### config.mk
export PLATFORM = sky130hd
export DESIGN_NAME = pcpi_calc_sequencer
export DESIGN_NICKNAME = d
export VERILOG_FILES = /design/src/rtl/pcpi_calc_sequencer.sv
export SDC_FILE = /design/constraint.sdc
export NUM_CORES = 1
export LEC_CHECK = 0
export CORE_MARGIN = 2
export CORE_UTILIZATION = 34
export DETAILED_ROUTE_END_ITERATION = 8
export GPL_ROUTABILITY_DRIVEN = 0
export GPL_TIMING_DRIVEN = 0
export PLACE_DENSITY_LB_ADDON = 0.25
export SYNTH_ARGS = -nofsm -noshare
export SYNTH_HDL_FRONTEND = slang
export SYNTH_SLANG_ARGS = --single-unit
### constraint.sdc
create_clock -name clk -period 1.87 [get_ports clk]
set_input_delay 0.561 -clock clk [delete_from_list [all_inputs] [get_ports clk]]
set_output_delay 0.561 -clock clk [all_outputs]
set_load 0.01 [all_outputs]
### src/rtl/pcpi_calc_sequencer.sv
// PCPI co-processor sequencer for the estimator datapath: accepts one custom
// instruction at a time, hands its control word to the estimator and, on
// every DOWNSAMPLE-th word, steps the adder tree before returning a sample.
module pcpi_calc_sequencer #(
  parameter int NUM_ADD_CLK      = 4,
  parameter int NUM_ADDER_STAGES = 6,
  parameter int DOWNSAMPLE       = 4
) (
  input  logic        clk,
  input  logic        resetn,
  input  logic        pcpi_valid,
  input  logic [31:0] pcpi_insn,
  input  logic [31:0] pcpi_rs1,
  input  logic [31:0] pcpi_rs2,
  output logic        pcpi_wr,
  output logic [31:0] pcpi_rd,
  output logic        pcpi_wait,
  output logic        pcpi_ready,
  output logic [31:0] dp_bits,
  output logic        dp_load,
  output logic        dp_clear,
  output logic        dp_stage_en,
  output logic [2:0]  dp_stage,
  input  logic [31:0] dp_result,
  output logic        busy
);

  localparam logic [3:0] CLK_LAST   = 4'(NUM_ADD_CLK - 1);
  localparam logic [2:0] STAGE_LAST = 3'(NUM_ADDER_STAGES - 1);
  localparam logic [7:0] DS_LAST    = 8'(DOWNSAMPLE - 1);

  typedef enum logic [2:0] {
    S_IDLE  = 3'd0,
    S_LOAD  = 3'd1,
    S_ADD   = 3'd2,
    S_RESP  = 3'd3,
    S_DRAIN = 3'd4
  } state_t;

  state_t      state;
  state_t      state_nxt;
  logic [3:0]  clk_cnt;
  logic [2:0]  stage_cnt;
  logic [7:0]  ds_cnt;
  logic [31:0] bits_q;
  logic [31:0] rd_q;

  logic insn_match;
  logic accept;
  logic is_final;
  logic add_tc;
  logic add_done;
  logic unused_rs2;

  assign insn_match = (pcpi_insn & 32'hfe00707f) == 32'h00002027;
  assign accept     = (state == S_IDLE) && pcpi_valid && insn_match;
  // ds_cnt is constant from LOAD through RESP, so this flag is stable for
  // the whole transaction and selects both the ADD path and the write-back.
  assign is_final   = ds_cnt >= DS_LAST;
  assign add_tc     = clk_cnt == CLK_LAST;
  assign add_done   = (state == S_ADD) && pcpi_valid && add_tc &&
                      (stage_cnt == STAGE_LAST);
  assign unused_rs2 = ^pcpi_rs2;

  // State register
  always_ff @(posedge clk) begin
    if (!resetn) state <= S_IDLE;
    else         state <= state_nxt;
  end

  // Next-state logic; a dropped pcpi_valid while busy aborts back to IDLE
  always_comb begin
    state_nxt = state;
    case (state)
      S_IDLE:  if (accept) state_nxt = S_LOAD;
      S_LOAD: begin
        if (!pcpi_valid)   state_nxt = S_IDLE;
        else if (is_final) state_nxt = S_ADD;
        else               state_nxt = S_RESP;
      end
      S_ADD: begin
        if (!pcpi_valid)   state_nxt = S_IDLE;
        else if (add_done) state_nxt = S_RESP;
      end
      S_RESP:  state_nxt = S_DRAIN;
      S_DRAIN: state_nxt = S_IDLE;
      default: state_nxt = S_IDLE;
    endcase
  end

  // Outputs decoded from the current state
  always_comb begin
    pcpi_wait   = (state == S_LOAD) || (state == S_ADD);
    pcpi_ready  = state == S_RESP;
    pcpi_wr     = (state == S_RESP) && is_final;
    pcpi_rd     = ((state == S_RESP) && is_final) ? rd_q : 32'h0;
    dp_load     = state == S_LOAD;
    dp_clear    = (state == S_LOAD) && (ds_cnt == 8'd0);
    dp_stage_en = state == S_ADD;
    dp_stage    = (state == S_ADD) ? stage_cnt : 3'd0;
    busy        = state != S_IDLE;
    dp_bits     = bits_q;
  end

  // Adder-tree sequencing: clock counter per stage, stage index per output
  always_ff @(posedge clk) begin
    if (!resetn) begin
      clk_cnt   <= 4'd0;
      stage_cnt <= 3'd0;
    end else if ((state == S_ADD) && pcpi_valid) begin
      if (add_tc) begin
        clk_cnt   <= 4'd0;
        stage_cnt <= (stage_cnt == STAGE_LAST) ? 3'd0 : stage_cnt + 3'd1;
      end else begin
        clk_cnt <= clk_cnt + 4'd1;
      end
    end else begin
      clk_cnt   <= 4'd0;
      stage_cnt <= 3'd0;
    end
  end

  // Downsample counter advances only on a completed response
  always_ff @(posedge clk) begin
    if (!resetn)               ds_cnt <= 8'd0;
    else if (state == S_RESP)  ds_cnt <= is_final ? 8'd0 : ds_cnt + 8'd1;
  end

  // Control word capture on accept, estimator sample capture at end of ADD
  always_ff @(posedge clk) begin
    if (!resetn) begin
      bits_q <= 32'h0;
      rd_q   <= 32'h0;
    end else begin
      if (accept)   bits_q <= pcpi_rs1;
      if (add_done) rd_q   <= dp_result;
    end
  end

endmodule
==> flow_summary.toml <==
[cts]
cts-buffers-inserted = 9
cts-root-buf = "clkbuf_8"
cts.path.max_buffers = 2
cts_tree = "yes"
clock_latency_ns = 0.35
clk_pin_slew_ns = 0.09
clock_sinks = 82
htreeDepth = 3

[worst_setup_path]
critPathRequiredTime_ns = 1.31
worstPathCellList = "or4_4 -> nor4_4 -> buf_4 -> nor2_4 -> clkbuf_8 -> and2_4 -> buf_6"
cp_max_fo = 5
crit_slowest_cell = "or4_4"
crit_arrival_ns = 2.04
cp_slowest_stage_delay_ns = 0.55
crit_path_end_kind = "primary output"
r2r_slack_ns = -0.31
setup.worst_path.class = "flop to primary output"
start_kind = "flop"

[timing]
rsz0062_at_grt = "true"
worst_pin_slew_ns = 0.445
worst_slack_ns = -0.733
fin_crit_sh_pct = 139
setup-violations-final = 73
max_slew_margin_pct = 70.4
fin_tns_setup_ns = -33.44
period_needed_ns = 2.60
slew_viol_final = 0
finalClockSkew_ns = 0.0101
fmax_mhz = 384
hold_viol = 0

[synthesis]
syn_area_mm2 = 0.00348
ys_seq_area_share_pct = 47.2
avgSynthCellArea_um2 = 8.51
synthCells = 409
postSynth.asyncResetShare_pct = 0
synth_cell_types = 41
syn-num-nets = 543
synth-edff-count = 0
yosysWarningCount = 0
synthFlopType = "dfxtp_1"
synth-seq-cells = 82

[final_layout]
fin_util_pct = 61.9
fillers = 855
antennaDiodeCount = 0
drive_above_1_share_pct = 26.2
nets = 755
area_growth_pct = 75.5

[power_and_ir_drop]
p_clk_share_pct = 39.9
power_switching_uw = 776
ir_drop_mv = 0.399
seqPwrFrac_pct = 52.5
internal_power_uw = 2540
power_leakage_uw = 0.00239
pwr-share-comb_pct = 7.6
power.density_mw_per_mm2 = 542
switching_share_pct = 23.4
power_uw = 3310

[die]
core_region_area_mm2 = 0.00986
die_w_um = 105
io_pins = 205
start_util_pct = 35.3
die_y_um = 105
rows = 36
die_area_mm2 = 0.0111

[global_routing]
globalRoute.totalOverflow = 0
antenna_found_initial = 0
grt_util_all_layers_pct = 18.6
grt_pass1_vias = 3640
grt_max_degree = 16
grt_first_pass_wirelength_um = 16800

[outcome]
violations = "setup timing"
status = "finished, violations left"

[job]
max_cap_viol_count = 0

[place]
io_buffers = 157
dp_hpwl_um = 6970
pre_cts_ws_ns = -0.870

[route]
routed_wl_um = 10300
first_pass_iters = 4
drcViolationCount = 0
via_count = 3535
wl_per_cell_um = 13.6
drt_iter0_drc = 71
via_per_inst = 4.66
ant_nets = 0

[hold_path]
hold_class = "flop to flop"
[final cells by class]
| type | instances | area, um2 | area share (%) |
|---|---|---|---|
| multi-input combinational | 299 | 1870 | 30.6 |
| sequential | 82 | 1660 | 27.1 |
| buffer | 21 | 156 | 2.56 |
| clock inverter | 7 | 76.3 | 1.25 |
| clock buffer | 9 | 124 | 2.03 |
| inverter | 6 | 22.5 | 0.369 |
| tap | 133 | 166 | 2.72 |
| timing repair buffer | 202 | 2040 | 33.3 |
[worst max-delay path, delay by kind of cell (launching register included)]
family	cells	cell delay (ns)
DFF	1	0.33
buffers and inverters	3	0.46
and+or+nand+nor	4	0.91
[through the flow]
stage	cells	hold slack, ns	instance area [um2]
after floorplan	409	0.432	3530
after global placement	699	0.437	5270
after detailed placement	699	0.442	5270
after CTS	752	0.456	5930
after global routing	759	0.474	6110
final	759	0.453	6110
[registers in the layout (all words and copies together) (netlist names)]
signal     cells
ds_cnt         8
state          3
clk_cnt        4
stage_cnt      3
rd_q          32
dp_bits       32
[power by group through the flow]
| stage | Sequential, uW | Clock (uW) | Combinational [uW] |
|---|---|---|---|
| final | 1740 | 1320 | 250 |
| after global routing | 1740 | 1420 | 270 |
| after CTS | 1740 | 1360 | 250 |
| after detailed placement | 1790 | 0 | 251 |
| after global placement | 1790 | 0 | 249 |
| after floorplan | 1790 | 0 | 53.4 |
[synthesized netlist by cell type, types with 4 or more instances]
library cell / instances / area share (%)
a21oi_1: 38 / 5.5
nor3b_1: 4 / 0.86
mux2i_1: 32 / 9.2
nor3_1: 4 / 0.58
nor2_1: 10 / 1.1
dfxtp_1: 82 / 47
clkbuf_1: 17 / 1.8
nand2_1: 136 / 15
and2_1: 35 / 6.3
inv_1: 5 / 0.54
[worst paths after layout]
check / startpoint / depth (start not counted) / end
max: ds_cnt[2] / 7 / pcpi_rd[28]
min: rd_q[31] / 2 / rd_q[31]
max reg2reg: state[1] / 11 / dp_bits[15]
min reg2reg: rd_q[31] / 2 / rd_q[31]
[cell families after synthesis]
group	after synthesis	synth area share, %
adder cells (fa/ha/maj)	3	1.08
AO/OA/AOI/OAI	44	6.83
AND/OR/NAND/NOR	215	30.8
flip-flops	82	47.2
XOR/XNOR	4	1.01
multiplexers	32	9.20
buffers and inverters	29	3.88
[per-layer routing]
| layer | routed length, um | global-route usage (%) |
|---|---|---|
| met3 | 937 | 6.55 |
| met2 | 4950 | 32.4 |
| met1 | 4290 | 21.0 |
| met5 | 0 | 0 |
| met4 | 153 | 6.29 |
[cells in the final DEF (no fill, tap or decap), drive strengths merged, types with 2 or more instances in the layout]
| cell type | instances |
|---|---|
| and2 | 35 |
| nor3b | 5 |
| clkinv | 2 |
| dlygate4sd2 | 6 |
| xnor2 | 2 |
| nand3 | 2 |
| nand2 | 136 |
| nor3 | 4 |
| xor2 | 2 |
| dfxtp | 82 |
| inv | 8 |
| nand4b | 2 |
| buf | 91 |
| nor4 | 4 |
| nand4 | 3 |
| clkinvlp | 2 |
| dlymetal6s2s | 2 |
| nor4b | 2 |
| clkbuf | 26 |
| a31oi | 2 |
| nor2 | 11 |
| a21oi | 38 |
| ha | 3 |
| nand3b | 3 |
| clkdlybuf4s50 | 107 |
| mux2i | 32 |
| or3 | 2 |
[what timing repair did]
| action | CTS | global route |
|---|---|---|
| cloned | 7 | 0 |
| pin swaps | 41 | 10 |
| hold buffers | 0 | 0 |
| buffers inserted | 30 | 9 |
| setup endpoints to repair | 107 | 109 |
| gates resized for setup | 250 | 41 |
Note: power is estimated with default switching activity, not from simulation.
